## src/rtl/ahb_vga_console_sched_if.sv

```systemverilog
// AHB-Lite single-master bus bundle between the console scheduler and the VGA text slave.
// Signal names follow the AHB specification so existing slave wiring stays unchanged.
interface ahb_vga_console_sched_if;
    logic [31:0] HADDR;
    logic [1:0]  HTRANS;
    logic        HWRITE;
    logic [2:0]  HSIZE;
    logic [31:0] HWDATA;
    logic        HREADY;

    modport master (
        output HADDR, HTRANS, HWRITE, HSIZE, HWDATA,
        input  HREADY
    );

    modport slave (
        input  HADDR, HTRANS, HWRITE, HSIZE, HWDATA,
        output HREADY
    );
endinterface

```

## src/rtl/ahb_vga_console_sched.sv

```systemverilog
// Two requesters share a character FIFO via round-robin arbitration; a 3-state AHB
// master drains it one non-pipelined word write per character to the VGA text register.
module ahb_vga_console_sched #(
    parameter logic [31:0] BASE_ADDR  = 32'h5000_0000,
    parameter int unsigned FIFO_DEPTH = 8,
    parameter int unsigned MAX_CHARS  = 900
) (
    input  logic                            HCLK,
    input  logic                            HRESETn,
    input  logic                            req0_valid,
    input  logic [7:0]                      req0_data,
    output logic                            req0_ready,
    input  logic                            req1_valid,
    input  logic [7:0]                      req1_data,
    output logic                            req1_ready,
    ahb_vga_console_sched_if.master         ahb,
    output logic [9:0]                      char_count,
    output logic                            console_full,
    output logic                            busy
);

    localparam int unsigned    AW      = $clog2(FIFO_DEPTH);
    localparam logic [AW:0]    L_DEPTH = (AW+1)'(FIFO_DEPTH);
    localparam logic [AW:0]    L_CNT1  = (AW+1)'(1);
    localparam logic [AW-1:0]  L_PTR1  = AW'(1);
    localparam logic [9:0]     L_MAX   = 10'(MAX_CHARS);
    localparam logic [1:0]     HT_IDLE   = 2'b00;
    localparam logic [1:0]     HT_NONSEQ = 2'b10;

    typedef enum logic [1:0] {S_IDLE, S_ADDR, S_DATA} state_t;

    state_t        r_state;
    logic [31:0]   r_haddr;
    logic [1:0]    r_htrans;
    logic          r_hwrite;
    logic [31:0]   r_hwdata;

    logic [7:0]    r_mem [FIFO_DEPTH];
    logic [AW-1:0] r_wptr;
    logic [AW-1:0] r_rptr;
    logic [AW:0]   r_count;
    logic [9:0]    r_char_count;
    logic          r_last_grant;

    logic          w_empty;
    logic          w_fifo_full;
    logic          w_gnt1;
    logic          w_accept_ok;
    logic          w_push;
    logic          w_pop;
    logic [7:0]    w_push_data;

    assign w_empty     = (r_count == '0);
    assign w_fifo_full = (r_count == L_DEPTH);

    // Requester 1 wins when alone, or on a tie when requester 0 was served last.
    assign w_gnt1      = req1_valid && (!req0_valid || !r_last_grant);
    assign w_accept_ok = HRESETn && !w_fifo_full && !console_full;
    assign req0_ready  = req0_valid && !w_gnt1 && w_accept_ok;
    assign req1_ready  = w_gnt1 && w_accept_ok;

    assign w_push      = req0_ready || req1_ready;
    assign w_push_data = req1_ready ? req1_data : req0_data;
    assign w_pop       = (r_state == S_DATA) && ahb.HREADY;

    assign char_count   = r_char_count;
    assign console_full = (r_char_count == L_MAX);
    assign busy         = !w_empty || (r_state != S_IDLE);

    assign ahb.HADDR  = r_haddr;
    assign ahb.HTRANS = r_htrans;
    assign ahb.HWRITE = r_hwrite;
    assign ahb.HSIZE  = 3'b010;
    assign ahb.HWDATA = r_hwdata;

    always_ff @(posedge HCLK) begin
        if (w_push) begin
            r_mem[r_wptr] <= w_push_data;
        end
    end

    always_ff @(posedge HCLK or negedge HRESETn) begin
        if (!HRESETn) begin
            r_wptr       <= '0;
            r_rptr       <= '0;
            r_count      <= '0;
            r_char_count <= '0;
            r_last_grant <= 1'b1;
        end else begin
            if (w_push) begin
                r_wptr       <= r_wptr + L_PTR1;
                r_last_grant <= req1_ready;
                if (r_char_count != L_MAX) begin
                    r_char_count <= r_char_count + 10'd1;
                end
            end
            if (w_pop) begin
                r_rptr <= r_rptr + L_PTR1;
            end
            case ({w_push, w_pop})
                2'b10:   r_count <= r_count + L_CNT1;
                2'b01:   r_count <= r_count - L_CNT1;
                default: r_count <= r_count;
            endcase
        end
    end

    always_ff @(posedge HCLK or negedge HRESETn) begin
        if (!HRESETn) begin
            r_state  <= S_IDLE;
            r_haddr  <= '0;
            r_htrans <= HT_IDLE;
            r_hwrite <= 1'b0;
            r_hwdata <= '0;
        end else begin
            case (r_state)
                S_IDLE: begin
                    if (!w_empty) begin
                        r_state  <= S_ADDR;
                        r_haddr  <= BASE_ADDR;
                        r_htrans <= HT_NONSEQ;
                        r_hwrite <= 1'b1;
                    end
                end
                S_ADDR: begin
                    // Head cannot change before the pop, so it is latched as the data word now.
                    if (ahb.HREADY) begin
                        r_state  <= S_DATA;
                        r_htrans <= HT_IDLE;
                        r_hwrite <= 1'b0;
                        r_hwdata <= {24'h0, r_mem[r_rptr]};
                    end
                end
                S_DATA: begin
                    if (ahb.HREADY) begin
                        r_state  <= S_IDLE;
                        r_haddr  <= '0;
                        r_hwdata <= '0;
                    end
                end
                default: begin
                    r_state  <= S_IDLE;
                    r_htrans <= HT_IDLE;
                    r_hwrite <= 1'b0;
                    r_hwdata <= '0;
                end
            endcase
        end
    end

endmodule

```

## src/flat_wrapper.sv

```systemverilog
// flat-port wrapper written by rule: the top's interface ports become plain ports
module ahb_vga_console_sched_flat 
#(
    parameter logic [31:0] BASE_ADDR  = 32'h5000_0000,
    parameter int unsigned FIFO_DEPTH = 8,
    parameter int unsigned MAX_CHARS  = 900
)
  (HCLK, HRESETn, req0_valid, req0_data, req0_ready, req1_valid, req1_data, req1_ready, char_count, console_full, busy, ahb_HADDR, ahb_HTRANS, ahb_HWRITE, ahb_HSIZE, ahb_HWDATA, ahb_HREADY);
  ahb_vga_console_sched_if ahb_i ();
  input  logic HCLK;
  input  logic HRESETn;
  input  logic req0_valid;
  input  logic [7:0] req0_data;
  output logic req0_ready;
  input  logic req1_valid;
  input  logic [7:0] req1_data;
  output logic req1_ready;
  output logic [9:0] char_count;
  output logic console_full;
  output logic busy;
  output wire logic [$bits(ahb_i.HADDR)-1:0] ahb_HADDR;
  output wire logic [$bits(ahb_i.HTRANS)-1:0] ahb_HTRANS;
  output wire logic [$bits(ahb_i.HWRITE)-1:0] ahb_HWRITE;
  output wire logic [$bits(ahb_i.HSIZE)-1:0] ahb_HSIZE;
  output wire logic [$bits(ahb_i.HWDATA)-1:0] ahb_HWDATA;
  input wire logic [$bits(ahb_i.HREADY)-1:0] ahb_HREADY;
  assign ahb_HADDR = ahb_i.HADDR;
  assign ahb_HTRANS = ahb_i.HTRANS;
  assign ahb_HWRITE = ahb_i.HWRITE;
  assign ahb_HSIZE = ahb_i.HSIZE;
  assign ahb_HWDATA = ahb_i.HWDATA;
  assign ahb_i.HREADY = ahb_HREADY;
  ahb_vga_console_sched #(.BASE_ADDR(BASE_ADDR), .FIFO_DEPTH(FIFO_DEPTH), .MAX_CHARS(MAX_CHARS)) u_core (.HCLK(HCLK), .HRESETn(HRESETn), .req0_valid(req0_valid), .req0_data(req0_data), .req0_ready(req0_ready), .req1_valid(req1_valid), .req1_data(req1_data), .req1_ready(req1_ready), .ahb(ahb_i), .char_count(char_count), .console_full(console_full), .busy(busy));
endmodule
```

## config.mk

```make
export PLATFORM = sky130hd
export DESIGN_NAME = ahb_vga_console_sched_flat
export DESIGN_NICKNAME = d
export VERILOG_FILES = /design/src/rtl/ahb_vga_console_sched_if.sv /design/src/rtl/ahb_vga_console_sched.sv /design/src/flat_wrapper.sv
export SDC_FILE = /design/constraint.sdc
export NUM_CORES = 1
export LEC_CHECK = 0
export ABC_AREA = 1
export BUFFER_PORTS_ARGS = -buffer_cell sky130_fd_sc_hd__buf_2
export CAP_MARGIN = 20
export CORE_ASPECT_RATIO = 2
export CORE_MARGIN = 2
export CORE_UTILIZATION = 50
export DETAILED_ROUTE_END_ITERATION = 8
export GPL_ROUTABILITY_DRIVEN = 0
export GPL_TIMING_DRIVEN = 0
export MAX_ROUTING_LAYER = met4
export PLACE_DENSITY = 0.74
export SLEW_MARGIN = 30
export SYNTH_ARGS = -nofsm -noshare
export SYNTH_HDL_FRONTEND = slang
export SYNTH_SLANG_ARGS = --single-unit
```

## constraint.sdc

```tcl
create_clock -name HCLK -period 2.7 [get_ports HCLK]
set_clock_uncertainty 0.1 [all_clocks]
set_input_delay 0.54 -clock HCLK [delete_from_list [all_inputs] [get_ports HCLK]]
set_output_delay 0.54 -clock HCLK [all_outputs]
set_load 0.05 [all_outputs]
```

==> flow_summary.yaml, run 1 <==
sta:
  drv_slew: 0
  slew_headroom_pct: 40.6
  final-hold-violation-count: 26
  fmax_mhz: 382
  finalHoldWorstSlack_ns: -0.0118
  period_needed_ns: 2.62
  worst_slew_pin_slew_ns: 0.888
  finalCritPeriodShare_pct: 97.0
  rsz0062_at_grt: "no"
  finalSetupViolations: 0
setup_path:
  critPathLaunchType: "flop"
  reg2regPathDepth: 14
  crit_arrival_ns: 1.98
  critPathKind: "reg -> out"
  end_kind: "primary output"
  r2r_start: "u_core.char_count[0]$_DFFE_PN0P_"
  crit_required_ns: 2.06
  r2r-end: "u_core.r_count[2]$_DFFE_PN0P_"
  r2r_slack_ns: 0.17
  worstPathMaxFanout: 10
logic_synthesis:
  synth_area_sq_um: 4840
  yosys_warnings: 0
  synth_cell_types: 33
  synth_top_cells_by_area: "edfxtp_1 40%, dfrtp_1 17%, buf_4 9.6%"
  synth_common_cells: "113 x nand2_1, 80 x nor2_1, 64 x edfxtp_1, 62 x buf_4, 34 x o21ai_0"
  synth_top_cell_by_area: "edfxtp_1"
  ys_seq_elements: 97
  syn_inst: 503
  synth_edf_count: 64
  netlist.area_leader.share_pct: 39.7
  ys_seq_area_share_pct: 56.8
  synth-async-reset-ratio_pct: 34.0
  synth.avg_cell_area_sq_um: 9.63
  post-synth-top-count-cell: "nand2_1"
  synthFlopType: "edfxtp_1"
drt:
  drt_iter0_drc: 198
  via_count: 3527
  ant_nets: 0
  wire_per_inst_um: 14.4
  avgViaCountPerCell: 4.84
  route.detailed.drc: 0
  wl_mm: 10.5
  dr.pass1.iters: 4
finish:
  fin_nets: 647
  regArea_sq_um: 2750
  final_layout_size_suffix_gt1_share_pct: 24.2
  area_delta_synth_final_pct: 19.9
  multi_input_area_sq_um: 1700
  stdcell_area_sq_um: 5810
  antenna_cells: 0
  fill_cells: 772
power_and_ir_drop:
  p_comb_share_pct: 40.2
  power_density_nw_per_um2: 994
  ir_drop_mv: 0.795
  power_mw: 5.78
  power.switching_mw: 2.38
  power_frac_clock_pct: 23.5
  power_leakage_nw: 2.74
  seq_power_share_pct: 36.4
  switching_share_pct: 41.2
  intPower_mw: 3.40
flow_run:
  maxCapViolCount: 0
worst_hold_path:
  hp-class: "in -> async"
floorplanning:
  std_cell_rows: 50
  dieArea_sq_um: 10500
  dieHeight_um: 143
  coreArea_sq_um: 9380
  ios: 105
  fp.dieW_um: 73.6
  start_util_pct: 51.6
clock_tree:
  cts_tree: "built"
  cts.htree.levels: 3
  cts_sinks: 97
  numCtsBuffers: 9
  clkTransAtPathRegs_ns: 0.07
  cts_root_buf: "clkbuf_16"
  cts_hold_buf: 0
  clk_latency_ns: 0.34
  clock_path_buffers: 2
grt:
  grt_pass1_wl_mm: 16.7
  antenna_found_initial: 0
  grt-ovfl-total: 0
  grt_pass1_vias: 3516
  grt_max_degree: 35
  grt.total_usage_pct: 21.8
place:
  io_buffers: 46
  dp_hpwl_mm: 7.89
  placed_area_sq_um: 5420
outcome:
  violations: "hold timing"
  status: "complete, but fails checks"
==> timing repair <==
action,in CTS,in global routing
resized for setup,5,4
hold endpoints to repair,0,0
setup buffers,1,2
pin swaps,1,1
endpoints found under the setup margin,50,2
==> how the worst max path moves through the flow <==
stage,from,depth (start not counted),endpoint,slack [ns]
after floorplan,u_core.char_count[0]$_DFFE_PN0P_,14,u_core.r_count[2]$_DFFE_PN0P_,0.06
after global placement,HRESETn,11,u_core.r_count[2]$_DFFE_PN0P_,-0.47
after detailed placement,HRESETn,11,u_core.r_count[2]$_DFFE_PN0P_,-0.60
after CTS,u_core.char_count[0]$_DFFE_PN0P_,14,u_core.r_count[2]$_DFFE_PN0P_,0.01
after global routing,u_core.char_count[0]$_DFFE_PN0P_,9,req1_ready,0.006
final,u_core.char_count[0]$_DFFE_PN0P_,9,req1_ready,0.08
==> power groups by stage <==
stage / logic [mW] / clock network (mW) / registers [mW]
3_5_place_dp: 2.29 / 0 / 2.12
6_report: 2.32 / 1.35 / 2.10
5_1_grt: 2.55 / 1.43 / 2.14
3_3_place_gp: 2.23 / 0 / 2.10
4_1_cts: 2.32 / 1.37 / 2.10
2_1_floorplan: 1.48 / 0 / 2.38
==> through the flow <==
step / utilization [%] / worst slack [ns] / setup TNS, ns / std cells
3_3_place_gp: 57.7 / -0.466 / -22.40 / 709
3_5_place_dp: 57.7 / -0.599 / -27.23 / 709
4_1_cts: 61.6 / 0.0101 / 0 / 726
5_1_grt: 61.9 / 0.00649 / 0 / 728
6_report: 61.9 / 0.0813 / 0 / 728
2_1_floorplan: - / 0.0610 / 0 / 559
==> worst max-delay path, cell delays in order (launching register included) <==
cell      delay [ns]
dfrtp_2         0.43
inv_1           0.09
ha_1            0.19
nand2_1         0.07
nor2_1          0.13
nand3_2         0.16
nand3_2         0.13
buf_6           0.16
inv_6           0.06
clkbuf_4        0.21
==> routing by layer <==
metal	vias up	GRT usage (%)	part of all wire (%)
li1	1766	-	-
met1	1604	20.8	34
met2	135	40.8	57
met3	22	3.67	5.4
met4	0	9.67	3.1
met5	-	-	0
==> area by class of cell <==
cell class / instances / share of cell area [%]
repair buffers: 49 / 4.50
well taps: 104 / 2.24
plain buffers: 75 / 9.35
clock buffers: 13 / 4.85
clock inverters: 3 / 0.754
inverters: 25 / 1.70
flip-flops and latches: 97 / 47.3
multi-input cells: 362 / 29.3
==> registers in the layout, summed over array words and instances (netlist names) <==
name / cells
u_core.r_mem: 64
u_core.char_count: 10
u_core.ahb.HWDATA: 8
u_core.r_count: 4
u_core.r_rptr: 3
u_core.r_wptr: 3
u_core.r_state: 2
u_core.ahb.HADDR: 1
u_core.ahb.HTRANS: 1
u_core.r_last_grant: 1
==> kinds of logic (layout without fill, tap and decap cells) <==
| family | Yosys count | in the layout | share of synthesized area (%) |
|---|---|---|---|
| buffers and inverters | 100 | 165 | 13.2 |
| AO/OA/AOI/OAI | 48 | 48 | 5.86 |
| AND/OR/NAND/NOR | 238 | 238 | 20.3 |
| other | 2 | 58 | 0.155 |
| XOR/XNOR | 11 | 11 | 1.99 |
| adder cells (fa/ha/maj) | 7 | 7 | 1.81 |
| flip-flops | 97 | 97 | 56.8 |
==> placed cells by master (no fill, tap or decap), types with 21 or more instances in the layout <==
cell type / count
inv_1: 21
dfrtp_1: 31
nor2_1: 80
edfxtp_1: 64
buf_2: 52
buf_4: 64
o21ai_0: 34
nand2_1: 113
nand3_1: 31
conb_1: 58
Note: power is estimated with default switching activity, not from simulation.
==> run 2, diff against run 1 <==
--- a/config.mk
+++ b/config.mk
@@ -15,7 +15,7 @@
 export GPL_ROUTABILITY_DRIVEN = 0
 export GPL_TIMING_DRIVEN = 0
 export MAX_ROUTING_LAYER = met4
-export PLACE_DENSITY = 0.74
+export PLACE_DENSITY_LB_ADDON = 0.15
 export SLEW_MARGIN = 30
 export SYNTH_ARGS = -nofsm -noshare
 export SYNTH_HDL_FRONTEND = slang
==> run 2 against run 1 <==
Against the previous run: sequential cell count did not move; first-iteration DRC count decreased by 25%; highest routed layer unchanged; register-to-register slack gained 0.03 ns; sequential power about the same; final cell count fell by 0.14%; utilization about the same; the flow still finishes with violations (hold timing); critical path depth did not move; sequential share of layout area is essentially flat; critical path type unchanged; via count shrank 1.1%; fmax up 1.5%; clock power increased by 5%; non-clock buffer count shrank 1.
==> flow_summary.yaml, run 2 (synthesis results as in run 1) <==
setup_path:
  crit_required_ns: 2.06
  critPathMaxStageDelay_ns: 0.44
  critPathSlowestCell: "dfrtp_2"
  critPathLaunchType: "flop"
  critical_path.cell_chain: "inv_1 -> ha_1 -> nand2_1 -> nor2_2 -> nand3_2 -> nand3_2 -> buf_6 -> inv_6 -> buf_2"
  crit_arrival_ns: 1.94
  end_kind: "primary output"
  crit_top_cell: "nand3_2"
  critPathKind: "reg -> out"
  worstPathMaxFanout: 10
  reg2regPathDepth: 9
finish:
  regMostFlops: "u_core.r_mem"
  fin_nets: 646
  post-route-util_pct: 61.9
  stdcell_area_sq_um: 5810
  largest_reg_flops: 64
  final_layout_size_suffix_gt1_share_pct: 24.1
  fill_cells: 774
  antenna_cells: 0
  mostFrequentLayoutCells: "113 x nand2_1, 79 x nor2_1, 64 x edfxtp_1"
  area_delta_synth_final_pct: 19.9
  final_common_cell: "nand2_1"
drt:
  avgViaCountPerCell: 4.80
  dr.pass1.iters: 4
  wl_mm: 10.4
  wire_per_inst_um: 14.3
  via_count: 3487
  route.detailed.drc: 0
  ant_nets: 0
  drt_iter0_drc: 149
outcome:
  status: "complete, but fails checks"
  violations: "hold timing"
place:
  dp_hpwl_mm: 7.79
  io_buffers: 46
  placed_area_sq_um: 5420
clock_tree:
  cts_sinks: 97
  cts_root_buf: "clkbuf_16"
  cts_tree: "built"
  cts.htree.levels: 3
  clkTransAtPathRegs_ns: 0.06
  cts_hold_buf: 0
  numCtsBuffers: 9
  clk_latency_ns: 0.34
  clock_path_buffers: 2
power_and_ir_drop:
  ir_drop_mv: 0.603
  power_density_nw_per_um2: 1010
  power_leakage_nw: 2.74
  power_mw: 5.84
floorplanning:
  coreArea_sq_um: 9380
  std_cell_rows: 50
  fp.dieW_um: 73.6
  start_util_pct: 51.6
  dieArea_sq_um: 10500
  ios: 105
  dieHeight_um: 143
sta:
  final-hold-violation-count: 22
  slew_headroom_pct: 42.1
  fmax_mhz: 387
  finalSetupViolations: 0
  finalCritPeriodShare_pct: 95.6
  rsz0062_at_grt: "yes"
  drv_slew: 0
  finalHoldWorstSlack_ns: -0.0110
  tns_ns: 0
  worst_slew_pin_slew_ns: 0.865
  period_needed_ns: 2.58
grt:
  grt.total_usage_pct: 21.0
  grt_pass1_wl_mm: 15.9
  grt_pass1_vias: 3304
  grt-ovfl-total: 0
  grt_max_degree: 35
  antenna_found_initial: 0
worst_hold_path:
  hp-class: "in -> async"
flow_run:
  maxCapViolCount: 0
[run 2: power breakdown]
group,total (mW),internal (mW),leakage (nW),switching [mW]
registers,2.10,1.90,0.997,0.196
logic,2.32,0.665,1.58,1.66
clock network,1.42,0.892,0.166,0.532
[run 2: final timing paths]
check,slack (ns),end,startpoint
min in group HCLK,0.37,u_core.r_last_grant$_DFFE_PN1P_,u_core.r_last_grant$_DFFE_PN1P_
worst min-delay path,-0.01,u_core.r_count[3]$_DFFE_PN0P_,HRESETn
max in group asynchronous,2.21,u_core.r_last_grant$_DFFE_PN1P_,HRESETn
worst max-delay path,0.12,req1_ready,u_core.char_count[0]$_DFFE_PN0P_
worst max register to register,0.20,u_core.r_mem[7][0]$_DFFE_PP_,u_core.char_count[0]$_DFFE_PN0P_
worst min register to register,0.37,u_core.r_last_grant$_DFFE_PN1P_,u_core.r_last_grant$_DFFE_PN1P_
[run 2: stage by stage]
step	std cells	worst slack, ns	hold slack [ns]
after floorplan	559	0.0610	0.144
final	727	0.119	-0.0110
after detailed placement	709	-0.483	0.361
after global placement	709	-0.485	0.356
after CTS	725	0.0291	0.0711
after global routing	727	-0.00556	0.00870
[run 2: critical path: cells and delay by family, from the launching register on]
| family | cells | cell delay, ns |
|---|---|---|
| adders and majority gates | 1 | 0.18 |
| buffers and inverters | 4 | 0.52 |
| DFF | 1 | 0.44 |
| and+or+nand+nor | 4 | 0.45 |
[run 2: what timing repair did]
item / in CTS / in global routing
endpoints found under the hold margin: 0 / 0
gates resized for setup: 1 / 7
endpoints found under the setup margin: 34 / 1
pin swaps: 0 / 2
setup buffers: 0 / 2
gates cloned: 0 / 0
[run 2: routing by layer]
| layer | share of wire, % | vias to the layer above | global-route usage [%] |
|---|---|---|---|
| met3 | 4.2 | 20 | 2.89 |
| met2 | 57 | 114 | 39.8 |
| met5 | 0 | - | - |
| li1 | - | 1768 | - |
| met4 | 2.3 | 0 | 8.71 |
| met1 | 36 | 1585 | 20.2 |
[run 2: final cells by class]
cell class,instances,area (sq um),area share [%]
timing repair buffer,48,251,4.33
clock buffer,12,268,4.61
inverter,25,98.8,1.70
clock inverter,4,72.6,1.25
sequential,97,2750,47.4
tap,104,130,2.24
buffer,75,543,9.35
multi-input combinational,362,1690,29.2
==> run 3, diff against run 2 <==
--- a/config.mk
+++ b/config.mk
@@ -6,7 +6,7 @@
 export NUM_CORES = 1
 export LEC_CHECK = 0
 export ABC_AREA = 1
-export BUFFER_PORTS_ARGS = -buffer_cell sky130_fd_sc_hd__buf_2
+export BUFFER_PORTS_ARGS = -buffer_cell sky130_fd_sc_hd__buf_4
 export CAP_MARGIN = 20
 export CORE_ASPECT_RATIO = 2
 export CORE_MARGIN = 2
==> run 3 against run 2 <==
Against the previous run: the flow now finishes without violations; die area stayed put; hold slack better by 0.064 ns; sequential power about the same; combinational power is 3% higher; clock power fell by 18%; power decreased by 3.6%; sequential cell count stayed put.
==> flow_summary.yaml, run 3 (synthesis results as in run 1) <==
clock_tree:
  cts_tree: "built"
  cts_sinks: 97
  cts.htree.levels: 3
  numCtsBuffers: 9
  clkTransAtPathRegs_ns: 0.06
  clk_latency_ns: 0.34
  cts_root_buf: "clkbuf_16"
  clock_path_buffers: 2
grt:
  grt_pass1_wl_mm: 15.6
  grt_max_degree: 35
  grt.met2_usage_pct: 39.5
  grt.total_usage_pct: 20.6
  top_usage_layer: "met2"
  grt-ovfl-total: 0
  grt_pass1_vias: 3277
  globalRouteMet1Util_pct: 19.5
  grt_use_met3_pct: 3.67
  antenna_found_initial: 0
setup_path:
  crit_arrival_ns: 1.92
  critPathKind: "reg -> out"
  end_kind: "primary output"
  worstPathMaxFanout: 10
  crit_required_ns: 2.06
  critPathLaunchType: "flop"
  crit_top_cell: "nand3_2"
  r2r_start: "u_core.char_count[0]$_DFFE_PN0P_"
  critPathMaxStageDelay_ns: 0.42
  critical_path.cell_chain: "inv_1 -> ha_1 -> nand2_1 -> nor2_1 -> nand3_2 -> nand3_2 -> buf_6 -> inv_6 -> buf_4"
  critPathSlowestCell: "dfrtp_1"
  worstSetupStartpoint: "u_core.char_count[0]$_DFFE_PN0P_"
power_and_ir_drop:
  p_comb_share_pct: 42.2
  intPower_mw: 3.26
  power_density_nw_per_um2: 966
  ir_drop_mv: 0.621
  power_frac_clock_pct: 20.6
  power_leakage_nw: 2.73
  seq_power_share_pct: 37.2
  power.switching_mw: 2.38
  switching_share_pct: 42.2
place:
  dp_hpwl_mm: 7.91
  placed_area_sq_um: 5530
  dp_slack_ns: -0.216
  io_buffers: 46
finish:
  antenna_cells: 0
  final_common_cell: "nand2_1"
  regArea_sq_um: 2750
  fill_cells: 796
  fin_nets: 646
  area_delta_synth_final_pct: 20.5
  mostFrequentLayoutCells: "113 x nand2_1, 109 x buf_4, 80 x nor2_1"
  regMostFlops: "u_core.r_mem"
  multi_input_area_sq_um: 1680
  largest_reg_flops: 64
  stdcell_area_sq_um: 5840
  final_layout_size_suffix_gt1_share_pct: 23.8
outcome:
  status: "finished, final reports clean"
floorplanning:
  coreArea_sq_um: 9380
  dieHeight_um: 143
  std_cell_rows: 50
  start_util_pct: 51.6
  ios: 105
  dieArea_sq_um: 10500
  fp.dieW_um: 73.6
drt:
  wl_mm: 10.4
  route.detailed.drc: 0
  avgViaCountPerCell: 4.84
  ant_nets: 0
  via_count: 3521
  drt_iter0_drc: 159
  wire_per_inst_um: 14.3
  dr.pass1.iters: 4
sta:
  fin_ws_ns: 0.139
  drv_slew: 0
  slew_headroom_pct: 40.3
  rsz0062_at_grt: "no"
  finalSetupViolations: 0
  finalCritPeriodShare_pct: 94.9
  period_needed_ns: 2.56
  worst_slew_pin_slew_ns: 0.892
  final-hold-violation-count: 0
  fmax_mhz: 390
flow_run:
  maxCapViolCount: 0
worst_hold_path:
  hp-class: "in -> async"
-- run 3: path summary, 6_finish.rpt --
check                                                  endpoint  slack, ns  cells past startpoint
min in group HCLK               u_core.r_last_grant$_DFFE_PN1P_       0.37                      2
worst min-delay path              u_core.r_count[3]$_DFFE_PN0P_       0.05                      1
max in group asynchronous       u_core.r_last_grant$_DFFE_PN1P_       2.10                      1
worst max-delay path                                 req1_ready       0.14                      9
worst max register to register     u_core.r_mem[5][5]$_DFFE_PP_       0.17                      9
worst min register to register  u_core.r_last_grant$_DFFE_PN1P_       0.37                      2
-- run 3: power groups by stage --
stage | Sequential [mW] | Combinational [mW] | Clock, mW
finish | 2.09 | 2.38 | 1.16
global route | 2.13 | 2.61 | 1.24
CTS | 2.10 | 2.39 | 1.18
detailed placement | 2.12 | 2.38 | 0
global placement | 2.11 | 2.32 | 0
floorplan | 2.38 | 1.48 | 0
-- run 3: repair_timing --
item / CTS / global route
setup endpoints to repair: 0 / 1
buffers inserted: 0 / 2
hold buffers: 0 / 0
gates resized for setup: 0 / 3
-- run 3: through the flow --
| stage | cells | power [mW] | util, % | TNS (ns) | hold WS, ns |
|---|---|---|---|---|---|
| after floorplan | 559 | 3.85 | - | 0 | 0.144 |
| after global placement | 709 | 4.43 | 59.0 | -2.81 | 0.361 |
| after detailed placement | 709 | 4.51 | 59.0 | -5.19 | 0.360 |
| after CTS | 725 | 5.67 | 61.9 | 0 | 0.0587 |
| after global routing | 727 | 5.98 | 62.2 | 0 | 0.0822 |
| final | 727 | 5.64 | 62.2 | 0 | 0.0526 |
-- run 3: per-layer routing --
| metal | up-vias | part of all wire [%] |
|---|---|---|
| li1 | 1767 | - |
| met1 | 1626 | 35 |
| met2 | 113 | 59 |
| met3 | 15 | 4.2 |
| met4 | 0 | 2.1 |
| met5 | - | 0 |
-- run 3: worst max-delay path: cells and delay by family (launching register included) --
kind	cells	cell delay [ns]
adder cells (fa/ha/maj)	1	0.18
buffers and inverters	4	0.50
flip-flops	1	0.42
AND/OR/NAND/NOR	4	0.46
-- run 3: layout make-up --
cell class | count | share of cell area, %
sequential | 97 | 47.1
clock buffer | 10 | 3.92
timing repair buffer | 48 | 6.17
multi-input combinational | 362 | 28.8
tap | 104 | 2.23
clock inverter | 6 | 0.750
inverter | 25 | 1.69
buffer | 75 | 9.30
